[src/rtl/dnnbp_pkg.sv]
// Shared types and helpers for the backprop bias-gradient datapath.
// Saturation bounds are returned at a fixed wide width so any lane can compare against them.
package dnnbp_pkg;

  typedef enum logic [1:0] {
    IDLE = 2'd0,
    ACC  = 2'd1,
    HOLD = 2'd2
  } state_t;

  localparam int SAT_W = 128;

  function automatic int clog2(input int n);
    int r;
    r = 0;
    while ((1 << r) < n) r++;
    return r;
  endfunction

  function automatic logic signed [SAT_W-1:0] sat_max(input int w);
    logic signed [SAT_W-1:0] one;
    one = {{(SAT_W-1){1'b0}}, 1'b1};
    return (one <<< (w - 1)) - one;
  endfunction

  function automatic logic signed [SAT_W-1:0] sat_min(input int w);
    logic signed [SAT_W-1:0] one;
    one = {{(SAT_W-1){1'b0}}, 1'b1};
    return -(one <<< (w - 1));
  endfunction

endpackage

[src/rtl/bias_acc_lane.sv]
// One channel: batch accumulator, arithmetic scaling shift and clamp to the output width.
// The output register captures the sum including the sample being accepted on the last beat.
module bias_acc_lane
  import dnnbp_pkg::*;
#(
  parameter int WIDTH = 32,
  parameter int BATCH = 8,
  parameter int SHIFT = 0,
  localparam int ACC_W = WIDTH + clog2(BATCH)
) (
  input  logic             clk,
  input  logic             rst_n,
  input  logic             i_zero,
  input  logic             i_add,
  input  logic             i_load,
  input  logic             i_clr_out,
  input  logic [WIDTH-1:0] i_data,
  output logic [WIDTH-1:0] o_data,
  output logic             o_sat
);

  localparam logic signed [SAT_W-1:0] MAX_W = sat_max(WIDTH);
  localparam logic signed [SAT_W-1:0] MIN_W = sat_min(WIDTH);
  localparam logic [WIDTH-1:0] MAX_V = MAX_W[WIDTH-1:0];
  localparam logic [WIDTH-1:0] MIN_V = MIN_W[WIDTH-1:0];

  logic signed [ACC_W-1:0] r_acc;
  logic signed [ACC_W-1:0] w_sum;
  logic signed [ACC_W-1:0] w_shift;
  logic signed [SAT_W-1:0] w_wide;
  logic [WIDTH-1:0]        w_res;
  logic                    w_sat;
  logic [WIDTH-1:0]        r_out;
  logic                    r_sat;

  assign w_sum   = r_acc + ACC_W'($signed(i_data));
  assign w_shift = w_sum >>> SHIFT;
  assign w_wide  = SAT_W'(w_shift);

  always_comb begin
    w_sat = 1'b0;
    w_res = w_shift[WIDTH-1:0];
    if (w_wide > MAX_W) begin
      w_sat = 1'b1;
      w_res = MAX_V;
    end else if (w_wide < MIN_W) begin
      w_sat = 1'b1;
      w_res = MIN_V;
    end
  end

  always_ff @(posedge clk or negedge rst_n) begin
    if (!rst_n) begin
      r_acc <= '0;
      r_out <= '0;
      r_sat <= 1'b0;
    end else begin
      if (i_zero)
        r_acc <= '0;
      else if (i_add)
        r_acc <= w_sum;
      if (i_clr_out) begin
        r_out <= '0;
        r_sat <= 1'b0;
      end else if (i_load) begin
        r_out <= w_res;
        r_sat <= w_sat;
      end
    end
  end

  assign o_data = r_out;
  assign o_sat  = r_sat;

endmodule

[src/rtl/bias_acc_bank.sv]
// CH-lane batch accumulator emitting one scaled, saturated bias update per BATCH samples.
// state | meaning
// IDLE  | after reset, nothing accepted or offered
// ACC   | accepting samples into the lane accumulators
// HOLD  | update presented, waiting for the consumer
module bias_acc_bank
  import dnnbp_pkg::*;
#(
  parameter int WIDTH = 32,
  parameter int CH    = 4,
  parameter int BATCH = 8,
  parameter int SHIFT = 0,
  localparam int CNT_W = clog2(BATCH + 1)
) (
  input  logic                clk,
  input  logic                rst_n,
  input  logic                clr,
  input  logic                in_valid,
  output logic                in_ready,
  input  logic [CH*WIDTH-1:0] in_data,
  output logic                out_valid,
  input  logic                out_ready,
  output logic [CH*WIDTH-1:0] out_data,
  output logic [CH-1:0]       sat,
  output logic [CNT_W-1:0]    count
);

  state_t           r_state;
  state_t           w_next;
  logic [CNT_W-1:0] r_count;
  logic             w_clr;
  logic             w_accept;
  logic             w_last;
  logic             w_emit;

  // clr is ignored in IDLE and overrides accept/emit everywhere else
  assign w_clr    = clr & (r_state != IDLE);
  assign w_accept = in_valid & (r_state == ACC) & ~clr;
  assign w_last   = w_accept & (r_count == CNT_W'(BATCH - 1));
  assign w_emit   = out_ready & (r_state == HOLD) & ~clr;

  always_ff @(posedge clk or negedge rst_n) begin
    if (!rst_n)
      r_state <= IDLE;
    else
      r_state <= w_next;
  end

  always_comb begin
    w_next = r_state;
    case (r_state)
      IDLE:    w_next = ACC;
      ACC:     if (!w_clr && w_last) w_next = HOLD;
      HOLD:    if (w_clr || w_emit) w_next = ACC;
      default: w_next = IDLE;
    endcase
  end

  always_comb begin
    in_ready  = 1'b0;
    out_valid = 1'b0;
    case (r_state)
      ACC:     in_ready = 1'b1;
      HOLD:    out_valid = 1'b1;
      default: ;
    endcase
  end

  always_ff @(posedge clk or negedge rst_n) begin
    if (!rst_n)
      r_count <= '0;
    else if (w_clr || w_emit)
      r_count <= '0;
    else if (w_accept)
      r_count <= r_count + 1'b1;
  end

  assign count = r_count;

  for (genvar c = 0; c < CH; c++) begin : g_lane
    bias_acc_lane #(
      .WIDTH(WIDTH),
      .BATCH(BATCH),
      .SHIFT(SHIFT)
    ) u_lane (
      .clk      (clk),
      .rst_n    (rst_n),
      .i_zero   (w_clr | w_emit),
      .i_add    (w_accept),
      .i_load   (w_last),
      .i_clr_out(w_clr),
      .i_data   (in_data[c*WIDTH +: WIDTH]),
      .o_data   (out_data[c*WIDTH +: WIDTH]),
      .o_sat    (sat[c])
    );
  end

endmodule
[config.mk]
export PLATFORM = sky130hd
export DESIGN_NAME = bias_acc_bank
export DESIGN_NICKNAME = d
export VERILOG_FILES = /design/src/rtl/dnnbp_pkg.sv /design/src/rtl/bias_acc_lane.sv /design/src/rtl/bias_acc_bank.sv
export SDC_FILE = /design/constraint.sdc
export NUM_CORES = 1
export LEC_CHECK = 0
export ABC_AREA = 1
export BUFFER_PORTS_ARGS = -buffer_cell sky130_fd_sc_hd__clkbuf_2
export CAP_MARGIN = 30
export CORE_MARGIN = 5
export CORE_UTILIZATION = 57
export DETAILED_ROUTE_END_ITERATION = 16
export HOLD_SLACK_MARGIN = 0.05
export PLACE_DENSITY = 0.87
export SLEW_MARGIN = 20
export SYNTH_ARGS = -nofsm -noshare
export SYNTH_HDL_FRONTEND = slang
export SYNTH_SLANG_ARGS = --single-unit
[constraint.sdc]
create_clock -name clk -period 6.3 [get_ports clk]
set_clock_uncertainty 0.2 [all_clocks]
set_input_delay 0.63 -clock clk [delete_from_list [all_inputs] [get_ports clk]]
set_output_delay 0.63 -clock clk [all_outputs]
set_load 0.02 [all_outputs]
[Yosys cells after proc, flatten, opt, wreduce, memory -nomap -nowiden]
Cells that the tools add are included.
Cells by class
  reductions and logical operators: 9
  order comparisons: 8
  bitwise gates (word level): 8
  equality and inequality tests: 5
  add/sub/neg operators: 5
  muxes and demuxes: 47
Operator list (number)
  $mux W32: 16
  $mux W35: 8
  $add A35 B32 Y35: 4
  $gt A35 B32 Y1 const B: 4
  $lt A35 B32 Y1 const B: 4
  $mux W1: 18
  $mux W4: 2
  $reduce_bool A2 Y1: 4
  $and A1 B1 Y1: 6
  $pmux W2 S3: 1
  $add A4 B1 Y4 const B: 1
  $eq A4 B3 Y1 const B: 1
  $mux W2: 2
  $ne A2 B1 Y1 const B: 2
  $eq A2 B1 Y1 const B: 1
  $eq A2 B2 Y1 const B: 1
  $logic_not A2 Y1: 1
  $reduce_and A2 Y1: 1
  $logic_and A1 B1 Y1: 1
  $logic_not A1 Y1: 1
  $logic_or A1 B1 Y1: 1
  $not A1 Y1: 1
  $or A1 B1 Y1: 1
Word-level totals
  word-level logic and storage cells: 96
  input bits: 133
  bits in registers: 278
  output and inout bits: 138

[Logic depth before layout (Yosys ltp)]
  depth in word-level cells: 7
  depth in mapped cells: 21
  gate-level depth less buffers: 20

[By module]
Synthesis repeated with hierarchy kept, for this count alone.
Unflattened totals
  cell total of the unflattened synthesis: 2872
  area, all modules: 20738.6 sq um
By module, submodules not included
  bias_acc_lane (g_lane[1].u_lane ...): area an instance 5076.1 sq um, instances 2, cells an instance 697, sequential area each 1701.6 sq um
  bias_acc_lane (g_lane[0].u_lane): area an instance 5143.7 sq um, instances 1, cells an instance 727, sequential area each 1701.6 sq um
  bias_acc_lane (g_lane[3].u_lane): area an instance 5052.3 sq um, instances 1, cells an instance 703, sequential area each 1701.6 sq um
  bias_acc_bank: area an instance 390.4 sq um, instances 1, cells an instance 48, sequential area each 150.1 sq um

[Least setup slack after synthesis]
OpenSTA, ideal clock, no wires.
  kind: in2reg
  start: in in_data[96]
  end: reg g_lane[3].u_lane.r_out[25]
  arrival time: 2574 ps
  stages on the path: 20
  setup slack: 3410 ps
  library setup time: 116 ps
  required time: 5984 ps
  cell sequence: ha_1 inv_1 fa_1 inv_1 nand2_1 nand2_1 nand3_1 nand2_1 nand2_1 nand2_2 nand2_2 nand2_1 nand2_1 nand2_2 nor2_2 a21o_2 buf_6 buf_8 nand3_2 nand2_1
Between the ends
  cells in the longest elaborated chain, start to end: 6
  elaborated cells on any way between the ends: 7
  those cells by class: 1 x add/sub; 2 x order compare; 4 x mux
RTL lines
  start, declared: line bias_acc_bank.sv:20  | input logic [CH*WIDTH-1:0] in_data,
  $add A35 B32 Y35 *: line bias_acc_lane.sv:36  | assign w_sum = r_acc + ACC_W'($signed(i_data));
  $lt A35 B32 Y1: line bias_acc_lane.sv:46  | end else if (w_wide < MIN_W) begin
  $mux W32: line bias_acc_lane.sv:46
  $mux W32 *: line bias_acc_lane.sv:43  | if (w_wide > MAX_W) begin
  $mux W32 *: line bias_acc_lane.sv:65  | end else if (i_load) begin
  $mux W32 *: line bias_acc_lane.sv:62  | if (i_clr_out) begin
  end signal, assigned: line bias_acc_lane.sv:66  | r_out <= w_res;
  end, declared: line bias_acc_lane.sv:33  | logic [WIDTH-1:0] r_out;
Mark *: on every way between the ends. The rest lies on a longest branch, timed or not. The select of a mux whose other input is x is not followed.
A chain may end at the register's enable or synchronous reset.

[Final worst setup path]
  start: reg g_lane[0].u_lane.r_acc[0]
  end: reg g_lane[0].u_lane.r_out[28]
Between the ends
  cells in the longest elaborated chain, start to end: 6
  elaborated cells on any way between the ends: 7
  those cells by class: 1 x add/sub; 2 x order compare; 4 x mux
RTL lines
  start, declared: line bias_acc_lane.sv:27  | logic signed [ACC_W-1:0] r_acc;
  start signal, assigned: line bias_acc_lane.sv:61  | r_acc <= w_sum;
  $add A35 B32 Y35 *: line bias_acc_lane.sv:36
  $lt A35 B32 Y1: line bias_acc_lane.sv:46
  $mux W32: line bias_acc_lane.sv:46
  $mux W32 *: line bias_acc_lane.sv:43
  $mux W32 *: line bias_acc_lane.sv:65
  $mux W32 *: line bias_acc_lane.sv:62
  end signal, assigned: line bias_acc_lane.sv:66
  end, declared: line bias_acc_lane.sv:33
Marks and branches as above.

==> metrics.yaml <==
drt_wl_total_microns: 56100
hpwl_microns: 42400
detail_route.vias_per_cell: 5.24
grt_pass1_vias: 19500
busiest_layer: "met2"
syn_area_per_cell_sq_um: 6.81
synthArstFlopShare_pct: 100
ios: 271
finalHoldViolCount: 0
grt_usage_pct: 27.2
cts_setup_buffers: 0
yosysUniqueCellTypes: 44
htree_levels: 1
final_common_cell: "nand2_1"
synth_compound_area_share_pct: 9.62
cts.path.max_buffers: 3
grt_pass1_wl_microns: 93600
portBuffers: 270
clk_latency_ns: 0.58
syn_nets: 3323
final_cell_mix: "nand2_1 (1188), inv_1 (453), dfrtp_1 (278)"
setup_viol: 0
timing.fmax_mhz: 282
yosysSeqAreaShare_pct: 33.5
outcome: "complete, no violations"
numCtsBuffers: 30
drive_gt1_share_pct: 12.5
synth-main-ff-cell: "dfrtp_1"
synthMuxAreaShare_pct: 0
synth-simple-area-share_pct: 33.0
coreArea_sq_mm: 0.0363
layout_min_cycle_time_ns: 3.55
fp.dieH_microns: 201
grt_start_max_net_pins: 142
clkTransAtPathRegs_ns: 0.06
drtIter0Drc: 1076
slew_violations: 0
routedWlPerCell_microns: 14.8
final_nets: 3560
grt_antenna_before_repair: 1
vias: 19800
cap_violations: 0
overflow: 0
cp-end-kind: "register"
gr-usage-met3_pct: 4.12
rsz0062_at_grt: "false"
critical_path_class: "register to register"
die-area_sq_mm: 0.0404
p_leak_nw: 14.5
crit_fanout: 16
dr.pass1.iters: 5
drc_errors: 0
cp-start-kind: "register"
ir_drop_v: 0.000232
synth_edf_count: 0
cp.required_ns: 6.61
fin_crit_sh_pct: 56.4
synth_xor_area_share_pct: 4.68
hold_class: "input port to register"
worst_path_most_repeated_cell: "nand2_1"
synth_area_sq_mm: 0.0208
crit_slowest_cell: "nand3_1"
tns_ns: 0
ys_ff_latch: 278
slew_headroom_pct: 39.5
cts_tree: "built"
synth_top_family_by_area: "simple AND/OR/NAND/NOR gates"
gp_congestion: 0.980
slowest_delay_ns: 0.45
cts_hold_buf: 1
groute.layer.met1.usage_pct: 35.9
clockRootBuffer: "clkbuf_16"
initial_core_util_pct: 57.3
num-fill-cells: 3254
cp.buffers_inverters: 4
synthAdderAreaFrac_pct: 8.64
use_met2_pct: 46.6
yosys_warnings: 0
synth_cells: 3049
worst_slew_pin_slew_ns: 0.905
cp_top_family: "simple AND/OR/NAND/NOR gates"
powerDensity_mw_per_mm2: 314
die_w_microns: 201
ant_nets: 0
cts_resized: 0
critical_path.cell_chain: "ha_1 > inv_1 > fa_1 > inv_1 > nand3_1 > nand2_1 > nand2_1 > nand2_1 > nand2_1 > nand2_1 > nand2_1 > nand2_1 > nand2_1 > nand2_1 > nor2_1 > nand2_1 > nand3_1 > buf_4 > nand2_1 > inv_1 > nand2_1"
syn_to_final_growth_pct: 13.8
cp.arrival_ns: 3.86
clkSinkCount: 278
fin_util_pct: 65.2
rows: 70
[layout make-up]
class | instances | area [sq um] | area share [%]
antenna | 1 | 2.50 | 0.0106
multi-input combinational | 2227 | 11600 | 49.2
inverter | 457 | 1720 | 7.26
clock buffer | 41 | 893 | 3.78
sequential | 278 | 6960 | 29.4
tap | 468 | 586 | 2.48
timing repair buffer | 292 | 1620 | 6.86
clock inverter | 15 | 230 | 0.974
[path summary, 6_finish.rpt]
path                                             from                     endpoint  slack [ns]  depth (start not counted)
min                                         out_ready                     count[2]        0.25                          4
max in group asynchronous                       rst_n   g_lane[1].u_lane.r_acc[17]        4.36                          3
min reg2reg                g_lane[3].u_lane.o_data[0]   g_lane[3].u_lane.o_data[0]        0.28                          2
min in group asynchronous                       rst_n  g_lane[0].u_lane.o_data[14]        0.37                          2
max reg2reg                 g_lane[0].u_lane.r_acc[0]  g_lane[0].u_lane.o_data[28]        2.75                         21
max                         g_lane[0].u_lane.r_acc[0]  g_lane[0].u_lane.o_data[28]        2.75                         21
[registers in the layout, indices dropped and copies added, names as in the netlist]
signal and flops:
count 4, r_state 2, g_lane.u_lane.o_data 128, g_lane.u_lane.r_acc 140
g_lane.u_lane.o_sat 4
[per-layer routing]
| layer | share of wire (%) | wire length [microns] | vias to the layer above |
|---|---|---|---|
| li1 | - | - | 10000 |
| met1 | 44 | 24800 | 9092 |
| met2 | 47 | 26500 | 573 |
| met3 | 5.7 | 3180 | 107 |
| met4 | 2.8 | 1600 | 0 |
| met5 | 0 | 0 | - |
[worst register-to-register path, stage by stage (launching register included)]
cell and delay [ns]:
dfrtp_1 0.35, ha_1 0.24, inv_1 0.08, fa_1 0.40
inv_1 0.10, nand3_1 0.07, nand2_1 0.12, nand2_1 0.06
nand2_1 0.12, nand2_1 0.06, nand2_1 0.17, nand2_1 0.10
nand2_1 0.07, nand2_1 0.04, nand2_1 0.10, nor2_1 0.05
nand2_1 0.08, nand3_1 0.45, buf_4 0.41, nand2_1 0.09
inv_1 0.05, nand2_1 0.05
[power breakdown]
part	total, W	switching [W]	internal, W
combinational	0.00329	0.00215	0.00113
clock	0.00198	0.000748	0.00123
sequential	0.00217	0.000149	0.00202
total	0.00743	0.00305	0.00438
[synth_stat cells (2+ instances only)]
library cell  count  area, sq um
buf_1             6         22.5
o21bai_1         23          173
nor2_2           10         62.6
nor3_2            2         20.0
nand3_1         181          906
a21o_1            4         30.0
o31ai_1           3         22.5
a31oi_1           7         43.8
inv_2             3         11.3
buf_4            17          128
nand2_2          28          175
fa_1              4         80.1
nand3_2          20          200
buf_6             4         45.0
and3_1           12         75.1
nand4_1          24          150
nand2_1        1188         4460
ha_1            137         1710
nand3b_1          5         37.5
inv_1           454         1700
a21oi_1         133          666
o22ai_1           5         31.3
nor3_1           15         75.1
a21boi_0          2         15.0
xnor2_1          35          307
o21ai_1           3         15.0
buf_8             2         30.0
o21ai_0          46          230
nor2_1          167          627
dfrtp_1         278         6960
and2_1            4         25.0
xor2_1           76          666
a22o_1           83          727
clkbuf_1         30          113
nor4_1            2         12.5
buf_2            28          140
[cell families (layout without fill, tap and decap cells)]
logic type | Yosys count | count (layout)
buffers and inverters | 544 | 805
AND/OR/NAND/NOR | 1661 | 1661
flip-flops | 278 | 278
AO/OA/AOI/OAI | 314 | 314
adder cells (fa/ha/maj) | 141 | 141
other | 0 | 1
XOR/XNOR | 111 | 111
[stage by stage]
stage	hold slack, ns	worst slack, ns	total power [W]	instances	cell area [sq um]
finish	0.251	2.75	0.00743	3779	23600
global placement	0.265	2.41	0.00533	3716	22400
floorplan	0.134	3.41	0.00468	3049	20800
global route	0.267	2.35	0.00799	3779	23600
detailed placement	0.268	2.35	0.00539	3719	22500
CTS	0.214	2.75	0.00741	3776	23600
Note: power is estimated with default switching activity, not from simulation.
